File: src/rtl/vt_pkg.sv
// Shared virtual-time definitions used by the time-driven pipeline stages.
package vt_pkg;

  localparam int TIME_SCALE_WIDTH = 32;

  typedef logic [TIME_SCALE_WIDTH-1:0] vt_t;

  typedef enum logic {
    SLOT_EMPTY,
    SLOT_HOLD
  } slot_state_t;

  // Modular compare: a timestamp is due once now - ts lands in the lower half of the ring.
  function automatic logic vt_is_due(vt_t now, vt_t ts);
    vt_t diff;
    diff = now - ts;
    return ~diff[TIME_SCALE_WIDTH-1];
  endfunction

endpackage

File: src/rtl/vt_sync_fifo.sv
// Synchronous first-word-fall-through FIFO with occupancy count and flush.
module vt_sync_fifo
  import vt_pkg::*;
#(
  parameter int WIDTH = 64,
  parameter int DEPTH = 8
) (
  input  logic                     clk,
  input  logic                     rst_n,
  input  logic                     flush,
  input  logic                     push,
  input  logic                     pop,
  input  logic [WIDTH-1:0]         wdata,
  output logic [WIDTH-1:0]         rdata,
  output logic                     full,
  output logic                     empty,
  output logic [$clog2(DEPTH):0]   level
);

  localparam int AW = $clog2(DEPTH);
  localparam int LW = AW + 1;

  logic [WIDTH-1:0] mem [DEPTH];
  logic [AW-1:0]    wr_ptr;
  logic [AW-1:0]    rd_ptr;
  logic             do_push;
  logic             do_pop;

  assign full    = (level == LW'(DEPTH));
  assign empty   = (level == '0);
  assign do_push = push & ~full & ~flush;
  assign do_pop  = pop & ~empty & ~flush;
  assign rdata   = mem[rd_ptr];

  // Storage carries no reset; occupancy and pointers define what is valid.
  always_ff @(posedge clk) begin
    if (do_push) mem[wr_ptr] <= wdata;
  end

  always_ff @(posedge clk or negedge rst_n) begin
    if (!rst_n) begin
      wr_ptr <= '0;
      rd_ptr <= '0;
      level  <= '0;
    end else if (flush) begin
      wr_ptr <= '0;
      rd_ptr <= '0;
      level  <= '0;
    end else begin
      if (do_push) wr_ptr <= wr_ptr + AW'(1);
      if (do_pop)  rd_ptr <= rd_ptr + AW'(1);
      case ({do_push, do_pop})
        2'b10:   level <= level + LW'(1);
        2'b01:   level <= level - LW'(1);
        default: level <= level;
      endcase
    end
  end

endmodule

File: src/rtl/vt_event_scheduler.sv
// Buffers timestamped events and releases each one into a registered output
// slot once the virtual clock reaches its timestamp; counts late releases.
module vt_event_scheduler #(
  parameter int TIME_SCALE_WIDTH = vt_pkg::TIME_SCALE_WIDTH,
  parameter int DATA_WIDTH       = 32,
  parameter int DEPTH            = 8,
  parameter int LATE_CNT_WIDTH   = 16
) (
  input  logic                        clk,
  input  logic                        rst_n,
  input  logic [TIME_SCALE_WIDTH-1:0] virtual_time,
  input  logic                        in_valid,
  output logic                        in_ready,
  input  logic [TIME_SCALE_WIDTH-1:0] in_ts,
  input  logic [DATA_WIDTH-1:0]       in_data,
  output logic                        out_valid,
  input  logic                        out_ready,
  output logic [DATA_WIDTH-1:0]       out_data,
  output logic [TIME_SCALE_WIDTH-1:0] out_ts,
  output logic                        out_late,
  input  logic                        flush,
  output logic [LATE_CNT_WIDTH-1:0]   late_count,
  output logic [$clog2(DEPTH):0]      level
);

  import vt_pkg::*;

  localparam int FW = TIME_SCALE_WIDTH + DATA_WIDTH;

  logic [FW-1:0]               head;
  logic [TIME_SCALE_WIDTH-1:0] head_ts;
  logic [DATA_WIDTH-1:0]       head_data;
  logic [TIME_SCALE_WIDTH-1:0] diff;
  logic                        full;
  logic                        empty;
  logic                        push;
  logic                        due;
  logic                        slot_free;
  logic                        load;
  slot_state_t                 state;

  assign in_ready  = ~full;
  assign push      = in_valid & ~full & ~flush;
  assign {head_ts, head_data} = head;
  assign diff      = virtual_time - head_ts;
  assign due       = ~diff[TIME_SCALE_WIDTH-1];
  assign slot_free = (state == SLOT_EMPTY) | out_ready;
  assign load      = ~empty & due & slot_free & ~flush;

  vt_sync_fifo #(
    .WIDTH (FW),
    .DEPTH (DEPTH)
  ) u_fifo (
    .clk   (clk),
    .rst_n (rst_n),
    .flush (flush),
    .push  (push),
    .pop   (load),
    .wdata ({in_ts, in_data}),
    .rdata (head),
    .full  (full),
    .empty (empty),
    .level (level)
  );

  // A due head is loaded whenever the slot is empty or being drained this cycle.
  always_ff @(posedge clk or negedge rst_n) begin
    if (!rst_n) begin
      state      <= SLOT_EMPTY;
      out_valid  <= 1'b0;
      out_data   <= '0;
      out_ts     <= '0;
      out_late   <= 1'b0;
      late_count <= '0;
    end else if (flush) begin
      state      <= SLOT_EMPTY;
      out_valid  <= 1'b0;
      out_data   <= '0;
      out_ts     <= '0;
      out_late   <= 1'b0;
      late_count <= '0;
    end else if (load) begin
      state     <= SLOT_HOLD;
      out_valid <= 1'b1;
      out_data  <= head_data;
      out_ts    <= head_ts;
      out_late  <= |diff;
      if ((|diff) && !(&late_count)) late_count <= late_count + LATE_CNT_WIDTH'(1);
    end else if (state == SLOT_HOLD && out_ready) begin
      state     <= SLOT_EMPTY;
      out_valid <= 1'b0;
    end
  end

endmodule

File: config.mk
export PLATFORM = sky130hd
export DESIGN_NAME = vt_event_scheduler
export DESIGN_NICKNAME = d
export VERILOG_FILES = /design/src/rtl/vt_pkg.sv /design/src/rtl/vt_sync_fifo.sv /design/src/rtl/vt_event_scheduler.sv
export SDC_FILE = /design/constraint.sdc
export NUM_CORES = 1
export LEC_CHECK = 0
export CAP_MARGIN = 20
export CORE_AREA = 2 2 309 189
export DETAILED_ROUTE_END_ITERATION = 7
export DIE_AREA = 0 0 311 191
export GPL_TIMING_DRIVEN = 0
export PLACE_DENSITY = 0.67
export SYNTH_ARGS = -nofsm -noshare
export SYNTH_HDL_FRONTEND = slang
export SYNTH_SLANG_ARGS = --single-unit
File: constraint.sdc
create_clock -name clk -period 7.4 [get_ports clk]
set_input_delay 0.74 -clock clk [delete_from_list [all_inputs] [get_ports clk]]
set_output_delay 0.74 -clock clk [all_outputs]
set_load 0.1 [all_outputs]
==> flow_summary.ini, run 1 <==
[setup_path]
critPathCaptureType = register
ff2ff_path_depth = 22
regToRegSetupSlack_ps = 410
slowest_stage = clkbuf_1
crit_type = reg -> reg
max_stage_delay_ps = 680
reg2reg_to = u_fifo.level[3]$_DFFE_PN0P_
critPathCapture = u_fifo.level[3]$_DFFE_PN0P_
critPathArrivalTime_ps = 7440
cp_max_fo = 19
worst_setup_path_start_kind = register
crit_start = u_fifo.rd_ptr[1]$_DFFE_PN0P_
crit_chain = clkbuf_1, clkbuf_1, mux4_2, mux2i_1, ha_1, buf_2, nand4_2, nor4_1, o211ai_1, nand4_1, nand3_1, xnor2_2, o211a_1, clkbuf_4, nand2_1, nor2_1, ha_1, a21o_1, a21oi_1, and3_1, o21ai_0, nor3b_1
cp.required_ps = 7840
worst-path-stages = 22
cpLargestDelayFamily = buffers and inverters
reg2reg_from = u_fifo.rd_ptr[1]$_DFFE_PN0P_
path_buf_inv = 4

[global_route]
use_met1_pct = 32.28
grt_start_max_net_pins = 51
antenna_found_initial = 11
grt_util_all_layers_pct = 21.09
grt_overflow = 0
grtUsageMet3_pct = 4.730
grt_pass1_wl_um = 92610
grt_pass1_vias = 14250
grt_use_met2_pct = 30.93
busiest_layer = met1

[final_layout]
stdcell_count = 2539
syn_to_final_growth_pct = 21.21
fin_util_pct = 54.05
drive_gt1_share_pct = 17.39
fin_nets = 1859

[placed_design]
portBuffers = 187
place.gp.congestion = 0.9169
place_inst = 2434
pre_cts_ws_ps = -1324
hpwlAfterDp_um = 43470

[drt]
first_pass_iters = 5
vias = 14590
wirelength_um = 62580
drc_errors = 0
routed_via_density = 5.746
wl_per_cell_um = 24.65
drt-initial-drc-count = 1540
antenna_left = 0

[run_status]
status = complete, no violations

[logic_synthesis]
yosysWarningCount = 0
async_flop_share_pct = 15.23
netlist_instances = 1447
avgSynthCellArea_um2 = 17.46
synth.net_count = 1586
synth_edf_count = 512
seq_area_frac_synth_pct = 69.95
synth_seq_cells = 604
synth_top_flop_cell = edfxtp_1
syn-cell-area_um2 = 25270
netlist-cell-type-count = 69

[floorplan]
fp.dieH_um = 191
rows = 68
coreArea_um2 = 56660
initial_utilization_pct = 44.59
die_x_um = 311
dieArea_um2 = 59400
io_pins = 188

[sta]
skew_ps = 19.75
worstMarginPinSlew_ps = 1141
hold_violations = 0
setup_tns_ps = 0
post-route-period-util_pct = 94.52
timing.final.max_slew_violations = 0
setup_viol = 0
setup_slack_ps = 405.3
max_freq_mhz = 143.0
slew_headroom_pct = 23.71
fin_crit_ps = 6995

[clock_network]
cts_tree = done
clk_pin_slew_ps = 70
clkLatencyLatePin_ps = 600
cts-htree-levels = 2
cts-root-buf = clkbuf_16
cts_setup_buffers = 0
clock_tree.buffer_depth = 3
numCtsBuffers = 55
cts.sinks = 604

[power]
power.total_mw = 10.43
ir_drop_mv = 0.1823
leakagePower_nw = 10.00
power.density_nw_per_um2 = 340.6

[job]
maxCapViolations = 0

[hold_path]
holdCritPathClass = in -> async
==> cell usage in the layout, fill, tap and decap left out, types with 13 or more instances in the layout <==
master / count
edfxtp_1: 512
clkdlybuf4s50_1: 186
mux4_2: 128
nor2_1: 107
dfrtp_1: 92
mux2i_1: 71
a211oi_1: 67
clkbuf_16: 55
clkbuf_1: 54
nand2_1: 49
a21oi_1: 47
ha_1: 36
o21ai_0: 29
inv_1: 17
nand2b_1: 14
buf_12: 14
nand4_1: 13
==> worst register-to-register path: cells and delay by family, from the launching register on <==
| kind | cells | cell delay (ps) |
|---|---|---|
| adders and majority gates | 2 | 500 |
| AOI/OAI and AO/OA | 5 | 1070 |
| xor gates and xnor gates | 1 | 470 |
| and+or+nand+nor | 8 | 1690 |
| muxes | 2 | 840 |
| buffers and inverters | 4 | 1860 |
| DFF | 1 | 430 |
==> logic make-up (layout without fill, tap and decap cells) <==
logic type / after synthesis / after routing / synth area share, %
AOI/OAI and AO/OA: 212 / 212 / 5.778
muxes: 209 / 209 / 14.76
xor gates and xnor gates: 22 / 22 / 0.7625
buffers and inverters: 94 / 412 / 1.515
other: 0 / 4 / 0
and+or+nand+nor: 268 / 268 / 5.293
DFF: 604 / 604 / 69.95
adders and majority gates: 38 / 38 / 1.941
==> layout make-up <==
cell class | count | area (µm²)
Multi-Input combinational cell | 749 | 7278
Tap cell | 770 | 963.4
Timing Repair Buffer | 217 | 2455
Inverter | 17 | 63.81
Clock inverter | 26 | 269.0
Clock buffer | 76 | 1565
Antenna cell | 4 | 10.01
Buffer | 76 | 347.8
Sequential cell | 604 | 17680
Fill cell | 4452 | 26040
==> worst min path at each step <==
stage / start / endpoint / slack [ps] / depth (start not counted)
5_1_grt: rst_n / late_count[14]$_DFFE_PN0P_ / 180 / 1
4_1_cts: rst_n / late_count[13]$_DFFE_PN0P_ / 170 / 1
3_3_place_gp: out_ts[0]$_DFFE_PN0P_ / out_ts[0]$_DFFE_PN0P_ / 530 / 2
2_1_floorplan: rst_n / late_count[0]$_DFFE_PN0P_ / 440 / 0
6_report: rst_n / late_count[13]$_DFFE_PN0P_ / 150 / 1
3_5_place_dp: out_ts[0]$_DFFE_PN0P_ / out_ts[0]$_DFFE_PN0P_ / 530 / 2
==> cells in the mapped netlist (8+ instances only) <==
cell type    n  area, µm²
a211oi_1    67      503.0
a21o_1       8      60.06
a21oi_1     47      235.2
buf_1       16      60.06
buf_2        9      45.04
clkbuf_1    49      183.9
dfrtp_1     92       2302
edfxtp_1   512      15370
ha_1        36      450.4
inv_1       17      63.81
mux2i_1     71      710.7
mux4_2     128       2883
nand2_1     49      183.9
nand2b_1    14      87.58
nand3_1     10      50.05
nand4_1     13      81.33
nor2_1     113      424.2
nor2b_1      9      56.30
nor3_1      13      65.06
o21ai_0     29      145.1
o31ai_1     10      75.07
xnor2_1     10      87.58
xor2_1      12      105.1
==> state kept, by name, summed over array words and instances, names as in the netlist <==
name and count:
u_fifo.mem 512, out_data 32, out_ts 32, late_count 16, u_fifo.level 4, u_fifo.rd_ptr 3
u_fifo.wr_ptr 3, out_late 1, state 1
==> routing by layer <==
metal | vias to the layer above | wire [µm]
met2 | 526 | 27600
li1 | 6377 | -
met1 | 7585 | 28870
met5 | - | 78
met4 | 12 | 980
met3 | 89 | 5045
==> timing repair <==
action | CTS | global route
endpoints found under the setup margin | 61 | 1
resized for setup | 16 | 7
hold buffers | 0 | 0
==> through the flow <==
| step | hold slack, ps | area [µm²] |
|---|---|---|
| 2_1_floorplan | 444.4 | 25270 |
| 3_3_place_gp | 526.2 | 28110 |
| 6_report | 153.4 | 30630 |
| 4_1_cts | 169.7 | 30630 |
| 3_5_place_dp | 532.6 | 28750 |
| 5_1_grt | 183.8 | 30620 |
==> report_power, final <==
| group | switching, mW | leakage (nW) | internal (mW) | total (mW) |
|---|---|---|---|---|
| logic | 2.38 | 3.24 | 1.14 | 3.52 |
| clock network | 1.23 | 0.894 | 1.65 | 2.88 |
| registers | 0.108 | 5.87 | 3.92 | 4.03 |
| total | 3.72 | 10.0 | 6.71 | 10.4 |
Power figures use the tool's default switching activity.
==> run 2, diff against run 1 <==
--- a/config.mk
+++ b/config.mk
@@ -10,7 +10,7 @@
 export DETAILED_ROUTE_END_ITERATION = 7
 export DIE_AREA = 0 0 311 191
 export GPL_TIMING_DRIVEN = 0
-export PLACE_DENSITY = 0.67
+export PLACE_DENSITY = 0.69
 export SYNTH_ARGS = -nofsm -noshare
 export SYNTH_HDL_FRONTEND = slang
 export SYNTH_SLANG_ARGS = --single-unit
==> constraint.sdc (replaced) <==
create_clock -name clk -period 6.3 [get_ports clk]
set_input_delay 0.63 -clock clk [delete_from_list [all_inputs] [get_ports clk]]
set_output_delay 0.63 -clock clk [all_outputs]
set_load 0.1 [all_outputs]
==> flow_summary.ini, run 2 (same netlist as run 1, synthesis figures left out) <==
[power]
pwr-share-comb_pct = 34.7
switching_share_pct = 35.90
clkPwrFrac_pct = 27.0
internal-power_mw = 7.903
power_switching_mw = 4.425
leakagePower_nw = 10.08
pwr-share-seq_pct = 38.4
power.density_nw_per_um2 = 400.0
ir_drop_mv = 0.2270

[setup_path]
ff2ff_path_depth = 23
critPathCaptureType = register
reg2reg_to = u_fifo.level[3]$_DFFE_PN0P_
reg2reg_from = u_fifo.rd_ptr[2]$_DFFE_PN0P_
critPathArrivalTime_ps = 6520
worst_setup_path_start_kind = register
regToRegSetupSlack_ps = 230
cp_max_fo = 11
cp.required_ps = 6750
crit_start = u_fifo.rd_ptr[2]$_DFFE_PN0P_
critPathCapture = u_fifo.level[3]$_DFFE_PN0P_
crit_type = reg -> reg

[drt]
routed_via_density = 5.760
wl_per_cell_um = 24.81
first_pass_iters = 5
antenna_left = 0
drc_errors = 0
vias = 14650
wirelength_um = 63100
drt-initial-drc-count = 1412

[sta]
hold_violations = 0
skew_ps = 37.22
timing.final.max_slew_violations = 0
setup_viol = 0
worstMarginPinSlew_ps = 1156
fin_crit_ps = 6067
setup_tns_ps = 0
max_freq_mhz = 164.8
slew_headroom_pct = 22.68
post-route-period-util_pct = 96.31

[clock_network]
cts-htree-levels = 2
clk_pin_slew_ps = 70
cts-root-buf = clkbuf_16
numCtsBuffers = 56
cts_hold_buf = 0
cts.sinks = 604
cts_tree = done
clock_tree.buffer_depth = 3
clkLatencyLatePin_ps = 620

[floorplan]
die_x_um = 311
initial_utilization_pct = 44.59
coreArea_um2 = 56660
fp.dieH_um = 191
io_pins = 188
rows = 68
dieArea_um2 = 59400

[global_route]
grt_start_max_net_pins = 53
grt_util_all_layers_pct = 21.22
grt_pass1_vias = 14360
antenna_found_initial = 12
grt_pass1_wl_um = 93350
grt_overflow = 0

[final_layout]
top_register = u_fifo.mem
largest_reg_flops = 512
layout_common_cells = 512 x edfxtp_1, 186 x clkdlybuf4s50_1, 128 x mux4_2
fin_nets = 1861
final_common_cell = edfxtp_1
fin_util_pct = 54.39
fin_area_um2 = 30820
syn_to_final_growth_pct = 21.96
reg_top3 = u_fifo.mem: 512 flops, out_data: 32 flops, out_ts: 32 flops
drive_gt1_share_pct = 18.89

[placed_design]
place.gp.congestion = 0.8692
placed_cell_area_um2 = 28730
portBuffers = 187
hpwlAfterDp_um = 43950

[hold_path]
holdCritPathClass = in -> async

[run_status]
status = complete, no violations

[job]
maxCapViolations = 0
## run 2: stage by stage
stage | hold WS [ps] | setup WS (ps) | power [mW] | std cells
after detailed placement | 557.9 | -2262 | 8.939 | 2429
after floorplan | 334.4 | 496.4 | 7.642 | 1447
after global placement | 554.2 | -2419 | 8.822 | 2404
after global routing | 67.02 | -13.58 | 12.86 | 2539
after CTS | 29.96 | 4.145 | 12.33 | 2533
final | 36.32 | 232.7 | 12.33 | 2543
## run 2: critical path, stage by stage, from the launching register on
cell and delay (ps):
dfrtp_1 830, clkbuf_2 540, mux2i_2 380, ha_1 170, buf_2 240, nand4_4 200
nor4_4 390, o211ai_1 140, buf_4 180, nand4_1 110, nand3_2 180, xnor2_4 270
o211a_4 220, clkbuf_4 240, buf_8 180, clkbuf_4 240, nand2_1 90, nor2_2 190
ha_1 270, a21o_1 180, a21oi_1 180, and3_1 190, o21ai_0 80, nor3b_1 160
## run 2: how the worst min path moves through the flow
stage	depth (start not counted)	startpoint	slack, ps	endpoint
2_1_floorplan	0	rst_n	330	late_count[0]$_DFFE_PN0P_
3_3_place_gp	2	out_data[8]$_DFFE_PN0P_	550	out_data[8]$_DFFE_PN0P_
3_5_place_dp	2	out_data[9]$_DFFE_PN0P_	560	out_data[9]$_DFFE_PN0P_
4_1_cts	1	rst_n	30	late_count[12]$_DFFE_PN0P_
5_1_grt	1	rst_n	70	out_data[3]$_DFFE_PN0P_
6_report	1	rst_n	40	late_count[12]$_DFFE_PN0P_
## run 2: final cells by class
type / instances / area, µm²
Fill cell: 4445 / 25840
Sequential cell: 604 / 17680
Multi-Input combinational cell: 749 / 7422
Timing Repair Buffer: 219 / 2485
Clock buffer: 81 / 1555
Tap cell: 770 / 963.4
Buffer: 75 / 404.1
Clock inverter: 23 / 235.2
Inverter: 17 / 63.81
Antenna cell: 5 / 12.51
## run 2: repair_timing
action / in CTS / in global routing
resized for setup: 66 / 24
pin swaps: 3 / 5
buffers inserted: 2 / 4
endpoints found under the setup margin: 88 / 24
## run 2: metal layers
metal | GRT usage (%) | up-vias | wire (µm) | share of wire (%)
met1 | 32.09 | 7639 | 29220 | 46
met3 | 5.424 | 83 | 4969 | 7.9
met2 | 31.10 | 513 | 27880 | 44
met4 | 4.478 | 12 | 960 | 1.5
li1 | - | 6401 | - | -
met5 | 0 | - | 69 | 0.11
## run 2: power groups by stage
stage | Clock [mW] | Combinational (mW) | Sequential (mW)
3_3_place_gp | 0 | 4.00 | 4.82
4_1_cts | 3.39 | 4.21 | 4.73
3_5_place_dp | 0 | 4.13 | 4.81
6_report | 3.32 | 4.27 | 4.73
2_1_floorplan | 0 | 2.00 | 5.64
5_1_grt | 3.55 | 4.56 | 4.75
==> run 3, diff against run 2 <==
--- a/config.mk
+++ b/config.mk
@@ -6,11 +6,11 @@
 export NUM_CORES = 1
 export LEC_CHECK = 0
 export CAP_MARGIN = 20
-export CORE_AREA = 2 2 309 189
+export CORE_AREA = 2 2 285 175
 export DETAILED_ROUTE_END_ITERATION = 7
-export DIE_AREA = 0 0 311 191
+export DIE_AREA = 0 0 287 177
 export GPL_TIMING_DRIVEN = 0
-export PLACE_DENSITY = 0.69
+export PLACE_DENSITY = 0.79
 export SYNTH_ARGS = -nofsm -noshare
 export SYNTH_HDL_FRONTEND = slang
 export SYNTH_SLANG_ARGS = --single-unit
==> flow_summary.ini, run 3 (same netlist as run 1, synthesis figures left out) <==
[run_status]
status = complete, no violations

[floorplan]
io_pins = 188
initial_utilization_pct = 52.21
die_x_um = 287
rows = 63
coreArea_um2 = 48400
fp.dieH_um = 177
dieArea_um2 = 50800

[sta]
setup_tns_ps = 0
whs_ps = 52.39
worstMarginPinSlew_ps = 1140
setup_viol = 0
fin_crit_ps = 6098
skew_ps = 31.37
timing.final.max_slew_violations = 0
post-route-period-util_pct = 96.79
hold_violations = 0
slew_headroom_pct = 23.77
max_freq_mhz = 164.0

[setup_path]
cp.required_ps = 6720
regToRegSetupSlack_ps = 200
crit_type = reg -> reg
reg2reg_from = u_fifo.rd_ptr[1]$_DFFE_PN0P_
critPathCaptureType = register
cp_max_fo = 10
ff2ff_path_depth = 23
reg2reg_to = u_fifo.level[3]$_DFFE_PN0P_
worst_setup_path_start_kind = register
critPathArrivalTime_ps = 6520

[final_layout]
drive_gt1_share_pct = 18.48
final_common_cell = edfxtp_1
top_register = u_fifo.mem
stdcell_count = 2423
largest_reg_flops = 512
layout_common_cells = 512 x edfxtp_1, 186 x clkdlybuf4s50_1, 128 x mux4_2
fin_nets = 1859
fin_util_pct = 63.22
reg_top3 = u_fifo.mem: 512 flops, out_data: 32 flops, out_ts: 32 flops
syn_to_final_growth_pct = 21.09

[global_route]
grt_start_max_net_pins = 55
grt_pass1_vias = 15100
grt_pass1_wl_um = 94440
grt_util_all_layers_pct = 25.24
grt_overflow = 0
antenna_found_initial = 14

[power]
leakagePower_nw = 10.06
power.density_nw_per_um2 = 400.5
power.total_mw = 12.25
ir_drop_mv = 0.2470

[drt]
antenna_left = 0
routed_via_density = 6.099
drt-initial-drc-count = 1622
wirelength_um = 63220
vias = 14780
wl_per_cell_um = 26.09
first_pass_iters = 5
drc_errors = 0

[hold_path]
holdCritPathClass = in -> async

[clock_network]
numCtsBuffers = 55
clk_pin_slew_ps = 70
cts-htree-levels = 2
cts_tree = done
cts.sinks = 604
cts_hold_buf = 0
clkLatencyLatePin_ps = 600
cts-root-buf = clkbuf_16
clock_tree.buffer_depth = 3

[placed_design]
place_inst = 2309
place.gp.congestion = 0.8981
hpwlAfterDp_um = 43390
portBuffers = 187

[job]
maxCapViolations = 0
==> run 3: timing repair <==
| action | CTS | global route |
|---|---|---|
| endpoints found under the setup margin | 88 | 34 |
| pin swaps | 1 | 3 |
| resized for setup | 52 | 23 |
| buffers inserted | 1 | 3 |
==> run 3: cell type report <==
cell class / count / area (µm²)
repair buffers: 218 / 2526
plain buffers: 75 / 395.4
well taps: 650 / 813.3
fillers: 3335 / 17800
multi-input cells: 749 / 7340
clock inverters: 28 / 256.5
flip-flops and latches: 604 / 17680
clock buffers: 73 / 1504
diodes: 9 / 22.52
inverters: 17 / 63.81
==> run 3: power breakdown <==
| part | internal, mW | switching [mW] | leakage [nW] |
|---|---|---|---|
| logic | 1.40 | 2.83 | 3.34 |
| registers | 4.60 | 0.128 | 5.87 |
| clock network | 1.84 | 1.45 | 0.856 |
==> run 3: routing by layer <==
layer	share of wire, %	track usage [%]	vias to the layer above
met3	9.2	6.482	101
met1	42	36.33	7613
met2	46	38.22	670
met5	0.10	0	-
li1	-	-	6385
met4	2.5	7.834	10
==> run 3: worst max-delay path, cell delays in order, from the launching register on <==
cell	delay (ps)
dfrtp_1	400
clkbuf_2	350
clkbuf_2	380
mux4_2	380
mux2i_2	280
ha_1	170
buf_2	200
nand2_1	250
nor4_4	380
o211ai_1	270
nand4_1	180
nand3_1	190
xnor2_2	370
o211a_4	250
buf_6	200
clkbuf_4	270
nand2_1	70
nor2_1	210
ha_1	290
a21o_1	180
a21oi_1	210
and3_1	210
o21ai_0	90
nor3b_1	150
==> run 3: how the worst max path moves through the flow <==
stage / startpoint / slack, ps / endpoint / cells after the start
after detailed placement: u_fifo.rd_ptr[0]$_DFFE_PN0P_ / -1950 / u_fifo.level[3]$_DFFE_PN0P_ / 23
after floorplan: u_fifo.level[0]$_DFFE_PN0P_ / 500 / u_fifo.mem[2][0]$_DFFE_PP_ / 5
after global routing: u_fifo.rd_ptr[0]$_DFFE_PN0P_ / -30 / u_fifo.level[3]$_DFFE_PN0P_ / 22
after CTS: u_fifo.rd_ptr[0]$_DFFE_PN0P_ / 30 / u_fifo.level[3]$_DFFE_PN0P_ / 22
after global placement: u_fifo.rd_ptr[0]$_DFFE_PN0P_ / -1820 / u_fifo.level[3]$_DFFE_PN0P_ / 23
final: u_fifo.rd_ptr[1]$_DFFE_PN0P_ / 200 / u_fifo.level[3]$_DFFE_PN0P_ / 23
==> run 3: through the flow <==
step	setup slack, ps	cell area [µm²]
final	202.4	30600
after CTS	34.20	30470
after detailed placement	-1947	28620
after floorplan	496.4	25280
after global placement	-1823	27960
after global routing	-33.70	30590
